===== src/rtl/id_ex_stage.sv =====
// rtl/id_ex_stage.sv - ID/EX pipeline register with load-use stall FSM; WB_BYPASS_EN adds writeback bypass
module id_ex_stage #(
    parameter int CTL_W             = 9,
    parameter int LOAD_STALL_CYCLES = 1
) (
    input  logic             clk,
    input  logic             rst,
    input  logic             id_valid,
    input  logic [31:0]      id_instr,
    input  logic [31:0]      id_npc,
    input  logic [CTL_W-1:0] id_ctl,
    input  logic [31:0]      A_readdat1,
    input  logic [31:0]      B_readdat2,
    input  logic             wb_regwrite,
    input  logic [4:0]       wb_rd,
    input  logic [31:0]      wb_writedata,
    input  logic             ext_stall,
    input  logic             flush,
    output logic             stall,
    output logic             ex_valid,
    output logic [CTL_W-1:0] ex_ctl,
    output logic [31:0]      ex_A,
    output logic [31:0]      ex_B,
    output logic [31:0]      ex_imm,
    output logic [4:0]       ex_rs,
    output logic [4:0]       ex_rt,
    output logic [4:0]       ex_rd,
    output logic [4:0]       ex_shamt,
    output logic [31:0]      ex_npc
);

    typedef enum logic {RUN, HOLD} state_t;

    localparam logic [2:0] RELOAD = 3'(LOAD_STALL_CYCLES - 1);

    state_t      state;
    logic [2:0]  cnt;
    logic [4:0]  rs;
    logic [4:0]  rt;
    logic        hz;
    logic        capture;
    logic        bubble;
    logic [31:0] op_a;
    logic [31:0] op_b;
    logic        unused_opcode;

    assign rs = id_instr[25:21];
    assign rt = id_instr[20:16];
    assign unused_opcode = &{1'b0, id_instr[31:26]};

`ifdef WB_BYPASS_EN
    // Register file writes at the edge but reads asynchronously; forward the in-flight write.
    assign op_a = (wb_regwrite && wb_rd == rs && rs != 5'd0) ? wb_writedata : A_readdat1;
    assign op_b = (wb_regwrite && wb_rd == rt && rt != 5'd0) ? wb_writedata : B_readdat2;
`else
    logic unused_wb;
    assign unused_wb = &{1'b0, wb_regwrite, wb_rd, wb_writedata};
    assign op_a = A_readdat1;
    assign op_b = B_readdat2;
`endif

    assign hz = (state == RUN) && ex_valid && ex_ctl[6] && (ex_rt != 5'd0) && id_valid &&
                ((ex_rt == rs) || (ex_rt == rt)) && !flush;

    assign stall   = rst && (ext_stall || (!flush && (hz || state == HOLD)));
    assign capture = !ext_stall && !flush && (state == RUN) && !hz && id_valid;
    assign bubble  = !ext_stall && !capture;

    always_ff @(posedge clk or negedge rst) begin
        if (!rst) begin
            state <= RUN;
            cnt   <= 3'd0;
        end else if (!ext_stall) begin
            if (flush) begin
                state <= RUN;
                cnt   <= 3'd0;
            end else if (state == HOLD) begin
                cnt <= cnt - 3'd1;
                if (cnt == 3'd1) state <= RUN;
            end else if (hz && LOAD_STALL_CYCLES > 1) begin
                cnt   <= RELOAD;
                state <= HOLD;
            end
        end
    end

    always_ff @(posedge clk or negedge rst) begin
        if (!rst) begin
            ex_valid <= 1'b0;
            ex_ctl   <= '0;
            ex_A     <= '0;
            ex_B     <= '0;
            ex_imm   <= '0;
            ex_rs    <= '0;
            ex_rt    <= '0;
            ex_rd    <= '0;
            ex_shamt <= '0;
            ex_npc   <= '0;
        end else if (capture) begin
            ex_valid <= 1'b1;
            ex_ctl   <= id_ctl;
            ex_A     <= op_a;
            ex_B     <= op_b;
            ex_imm   <= {{16{id_instr[15]}}, id_instr[15:0]};
            ex_rs    <= rs;
            ex_rt    <= rt;
            ex_rd    <= id_instr[15:11];
            ex_shamt <= id_instr[10:6];
            ex_npc   <= id_npc;
        end else if (bubble) begin
            ex_valid <= 1'b0;
            ex_ctl   <= '0;
            ex_A     <= '0;
            ex_B     <= '0;
            ex_imm   <= '0;
            ex_rs    <= '0;
            ex_rt    <= '0;
            ex_rd    <= '0;
            ex_shamt <= '0;
            ex_npc   <= '0;
        end
    end

endmodule


===== config.mk =====
export PLATFORM = sky130hd
export DESIGN_NAME = id_ex_stage
export DESIGN_NICKNAME = d
export VERILOG_FILES = /design/src/rtl/id_ex_stage.sv
export SDC_FILE = /design/constraint.sdc
export NUM_CORES = 1
export LEC_CHECK = 0
export CAP_MARGIN = 20
export CORE_AREA = 2 2 131 133
export CTS_CLUSTER_DIAMETER = 50
export CTS_CLUSTER_SIZE = 12
export DETAILED_ROUTE_END_ITERATION = 10
export DIE_AREA = 0 0 133 135
export PLACE_DENSITY = 0.8
export SETUP_SLACK_MARGIN = 0.02
export SLEW_MARGIN = 10
export SYNTH_ARGS = -nofsm -noshare
export SYNTH_HDL_FRONTEND = slang
export SYNTH_SLANG_ARGS = --single-unit
export TNS_END_PERCENT = 10

===== constraint.sdc =====
create_clock -name clk -period 2.5 [get_ports clk]
set_clock_uncertainty 0.05 [all_clocks]
set_input_delay 0.25 -clock clk [delete_from_list [all_inputs] [get_ports clk]]
set_output_delay 0.25 -clock clk [all_outputs]
set_load 0.005 [all_outputs]

Word-level counts from Yosys, hierarchy flattened. Cells that the tools add are included.

Add/subtract/negate cells: 1. Eq/ne operators: 3. Mux-type cells: 19. Bitwise logic cells: 2. Reduce and logical (&&, ||, !) cells: 24.

Operators by type and width (count): $mux 32 (5); $mux 5 (5); $mux 9 (2); $logic_and 1x1->1 (13); $eq 5x5->1 (2); $mux 3 (2); $mux 1 (5); $reduce_bool 5->1 (1); $logic_not 1->1 (4); $reduce_bool 2->1 (2); $eq 3x1->1 const B (1); $logic_or 1x1->1 (3); $sub 3x1->3 const B (1); $not 1->1 (2); $reduce_and 2->1 (1).

Flip-flop bits (word level): 162. Input port bits: 180. Output and inout port bits: 159. Logic and storage cells: 61.

Logic depth before layout (Yosys ltp).
Word-level depth: 14. Depth in mapped cells: 7. Gate-level depth less buffers: 6.

Least setup slack after synthesis. OpenSTA, ideal clock, no wires.

Path type: flip-flop to output port. Start point: register ex_rt[1]. End point: output port stall. Arrival: 1772 ps. Required time: 2200 ps. Path slack: 428 ps. Cell stages (with the launch flop): 6. Path buffers: 1. Cells stage by stage: dfrtp_1 > or4_1 > o211ai_2 > buf_4 > nor3b_1 > a221o_1.

Word-level cells in the longest chain between the ends: 9. Elaborated cells between the ends (all ways): 12. Those cells by class: eq/ne: 2; reduce/logical: 10.

Ends and longest elaborated chain: from (decl) (RTL line 26) `output logic [4:0] ex_rt,`; from (signal assigned) (RTL line 106) `ex_rt <= rt;`; $reduce_bool 5->1 (RTL line 62) `assign hz = (state == RUN) && ex_valid && ex_ctl[6] && (ex_rt != 5'd0) && id_valid &&`; $logic_and 1x1->1 (2 in a row) (RTL line 62); $logic_and 1x1->1 * (RTL line 62); $logic_and 1x1->1 * (RTL line 63) `((ex_rt == rs) || (ex_rt == rt)) && !flush;`; $logic_or 1x1->1 * (RTL line 65) `assign stall = rst && (ext_stall || (!flush && (hz || state == HOLD)));`; $logic_and 1x1->1 * (RTL line 65); $logic_or 1x1->1 * (RTL line 65); $logic_and 1x1->1 * (RTL line 65); to (decl) (RTL line 19) `output logic stall,`.

Every way passes the cells marked *; elsewhere a longest branch is shown, timed or not.

Worst setup path after layout.
Start point: register ex_rt[2]. End point: output port stall.

Same word-level chain as after synthesis.

==> flow_summary_export.csv <==
group,metric,value,unit
global_route,grt_max_degree,133,
yosys,synth_compound_area_share,28.87,%
power,vdd_drop_max,399.7,uV
cells_and_area,antenna_cells,0,
yosys,synth_cells,676,
cells_and_area,syn2layout_area_growth,56.24,%
drt,drc,0,
cells_and_area,fill_cells,1312,
yosys,ys_warn_count,0,
global_route,overflow,0,
run_status,status,"completed",
drt,drt_iter0_drc,443,
drt,routed-via-count,6424,
clock_tree,cts-root-buf,"clkbuf_16",
clock_tree,cts_tree,"built",
setup_path,cp-start-kind,"flop",
timing,hold_viol,0,
clock_tree,htreeDepth,4,
setup_path,cp_max_fo,2,
floorplanning,start_util,39.73,%
yosys,netlist.area_leader.share,52.21,%
clock_tree,numCtsBuffers,17,
drt,vias_per_cell,5.596,
placed_design,gp_congestion,0.7705,
floorplanning,coreArea,0.01641,mm2
power,power_density,634.8,mW/mm2
timing,fin_crit_sh,97.11,%
setup_path,required,2.20,ns
yosys,synth_top_family_by_area,"compound AO/OA/AOI/OAI gates",
floorplanning,num_rows,47,
floorplanning,die_x,133,um
yosys,synthTopCellsByArea,"dfrtp_1, a32oi_1, o21ai_0",
drt,drtAntennaViolNets,0,
power,p_leak,3.878,nW
yosys,yosys.area.top_type,"dfrtp_1",
worst_hold_path,hp-class,"input port to async pin",
yosys,synthXorXnorAreaFrac,1.344,%
timing,slew_violations,0,
global_route,grt_pass1_vias,6050,
setup_path,crit_arrival,2.13,ns
drt,dr.pass1.iters,5,
floorplanning,ioPinCount,339,
timing,grt_setup_unrepaired,"no",
timing,relSlewSlack,51.71,%
yosys,syn_nets,858,
setup_path,end_kind,"primary output",
cells_and_area,multi_input_area,0.002631,mm2
timing,finalSetupTns,0,ns
placed_design,place_area,0.009532,mm2
yosys,yosysUniqueCellTypes,26,
cells_and_area,seq_area,0.003403,mm2
global_route,grt_antenna_before_repair,1,
drt,drt-total-wl,20310,um
placed_design,numPortBuffers,294,
cells_and_area,final_layout_size_suffix_gt1_share,7.220,%
cells_and_area,final_core_util,62.08,%
flow_run,cap_violations,0,
floorplanning,dieHeight,135,um
yosys,synth_edf_count,0,
timing,setup_viol,0,
yosys,synth-simple-area-share,8.944,%
cells_and_area,design_area,0.01018,mm2
clock_tree,clockBufferDepth,2,
clock_tree,clock_sinks,136,
timing,worstMarginPinSlew,0.7243,ns
yosys,synth_mux_area_share,0.1536,%
yosys,synth_common_cells,"nand2_1, dfrtp_1, o21ai_0, a32oi_1, clkbuf_1",
yosys,synth_ff_type,"dfrtp_1",
yosys,ys_seq_area_share,52.21,%
drt,wire_per_inst,17.69,um
yosys,synth_fa_ha_area_share,0.3839,%
cells_and_area,nNetsFinal,1098,
yosys,syn_area,0.006519,mm2
timing,final.min_clock_period,2.428,ns
timing,max_freq,0.4119,GHz
floorplanning,dieArea,0.01796,mm2
yosys,ys_ff_latch,136,
placed_design,post-dp-hpwl,12880,um
yosys,syn_area_per_cell,9.643,um2
placed_design,place_ws,-0.03929,ns
timing,fin_ws,0.07229,ns
yosys,yosysMostFrequentCell,"nand2_1",
setup_path,reg2reg_depth,6,
clock_tree,clk_pin_slew,0.06,ns
clock_tree,clk_latency,0.41,ns
yosys,synthArstFlopShare,100.0,%
setup_path,path_class,"flop to primary output",
global_route,grt_pass1_wl,32440,um
global_route,grtUsageTotal,22.29,%
timing,whs,0.1645,ns
report_power, final:
group / switching (mW) / internal (mW) / leakage (nW)
Combinational: 0.535 / 0.807 / 1.80
Sequential: 0.141 / 2.42 / 1.78
Clock: 0.952 / 1.61 / 0.295
repair_timing:
item                                    CTS  global route
setup buffers                             1             2
resized for setup                         4             2
hold buffers                              1             0
pin swaps                                 2             2
endpoints found under the setup margin    1             1
endpoints found under the hold margin    43             0
cells in the final DEF, fill, tap and decap left out:
| cell type | n |
|---|---|
| nor3_1 | 1 |
| clkbuf_8 | 2 |
| and3b_1 | 1 |
| buf_4 | 20 |
| buf_12 | 8 |
| clkdlybuf4s50_1 | 291 |
| nand3_1 | 2 |
| a21oi_1 | 2 |
| inv_1 | 4 |
| a221o_1 | 1 |
| a32oi_1 | 131 |
| a22oi_1 | 1 |
| xnor2_1 | 10 |
| mux2i_1 | 1 |
| or4_4 | 1 |
| nor3b_2 | 1 |
| clkbuf_16 | 17 |
| nor4b_2 | 1 |
| clkinv_2 | 4 |
| ha_1 | 2 |
| clkinvlp_4 | 2 |
| dfrtp_1 | 136 |
| nor4bb_2 | 1 |
| dlygate4sd3_1 | 1 |
| o211ai_4 | 1 |
| o21ai_0 | 136 |
| o21a_1 | 1 |
| clkdlybuf4s15_2 | 1 |
| buf_6 | 1 |
| clkinv_4 | 3 |
| nor2_1 | 3 |
| nand2_1 | 137 |
| bufinv_16 | 3 |
| o22ai_4 | 1 |
per-stage QoR:
stage          power [mW]  cells
3_5_place_dp        3.927   1113
4_1_cts             6.524   1146
3_3_place_gp        3.901   1113
6_report            6.466   1148
2_1_floorplan       3.019    676
5_1_grt             6.765   1148
cell families (layout without fill, tap and decap cells):
kind of cell / count (synthesis) / count (layout)
buffers and inverters: 105 / 357
AO/OA/AOI/OAI: 274 / 274
XOR/XNOR: 10 / 10
AND/OR/NAND/NOR: 148 / 148
adder cells (fa/ha/maj): 2 / 2
multiplexers: 1 / 1
flip-flops: 136 / 136
layout make-up:
class / count / share of cell area (%)
Inverter: 4 / 0.1474
Sequential cell: 136 / 33.42
Clock inverter: 12 / 1.486
Timing Repair Buffer: 322 / 31.97
Tap cell: 220 / 2.703
Multi-Input combinational cell: 435 / 25.84
Clock buffer: 19 / 4.447
flip-flops by register name, indices dropped and copies added, names as in the netlist, 3 cells and up:
name,cells
ex_rs,5
cnt,3
ex_B,32
ex_npc,32
ex_rt,5
ex_A,32
ex_ctl,9
ex_imm,16
per-layer routing:
layer  global-route usage (%)  up-vias  share of wire (%)
met5                        0        -              0.064
met4                    7.527        2                1.5
met3                    7.695       28                9.1
met2                    34.05      285                 47
met1                    29.72     3116                 43
li1                         -     2993                  -
critical path, cell delays in order, from the launching register on:
cell             delay (ns)
dfrtp_1                0.37
or4_4                  0.56
o211ai_4               0.19
nor3b_2                0.07
a221o_1                0.32
clkdlybuf4s15_2        0.22
final timing paths:
| check | start | to | slack, ns |
|---|---|---|---|
| max reg2reg | ex_rt[2] | ex_rt[0] | 0.17 |
| min in group clk | ext_stall | cnt[2] | 0.17 |
| max | ex_rt[2] | stall | 0.07 |
| min reg2reg | ex_A[7] | ex_A[7] | 0.44 |
| max in group asynchronous | rst | ex_A[16] | 0.99 |
| min | rst | ex_rs[0] | 0.16 |
No activity file was read; power rests on OpenSTA's default activity.
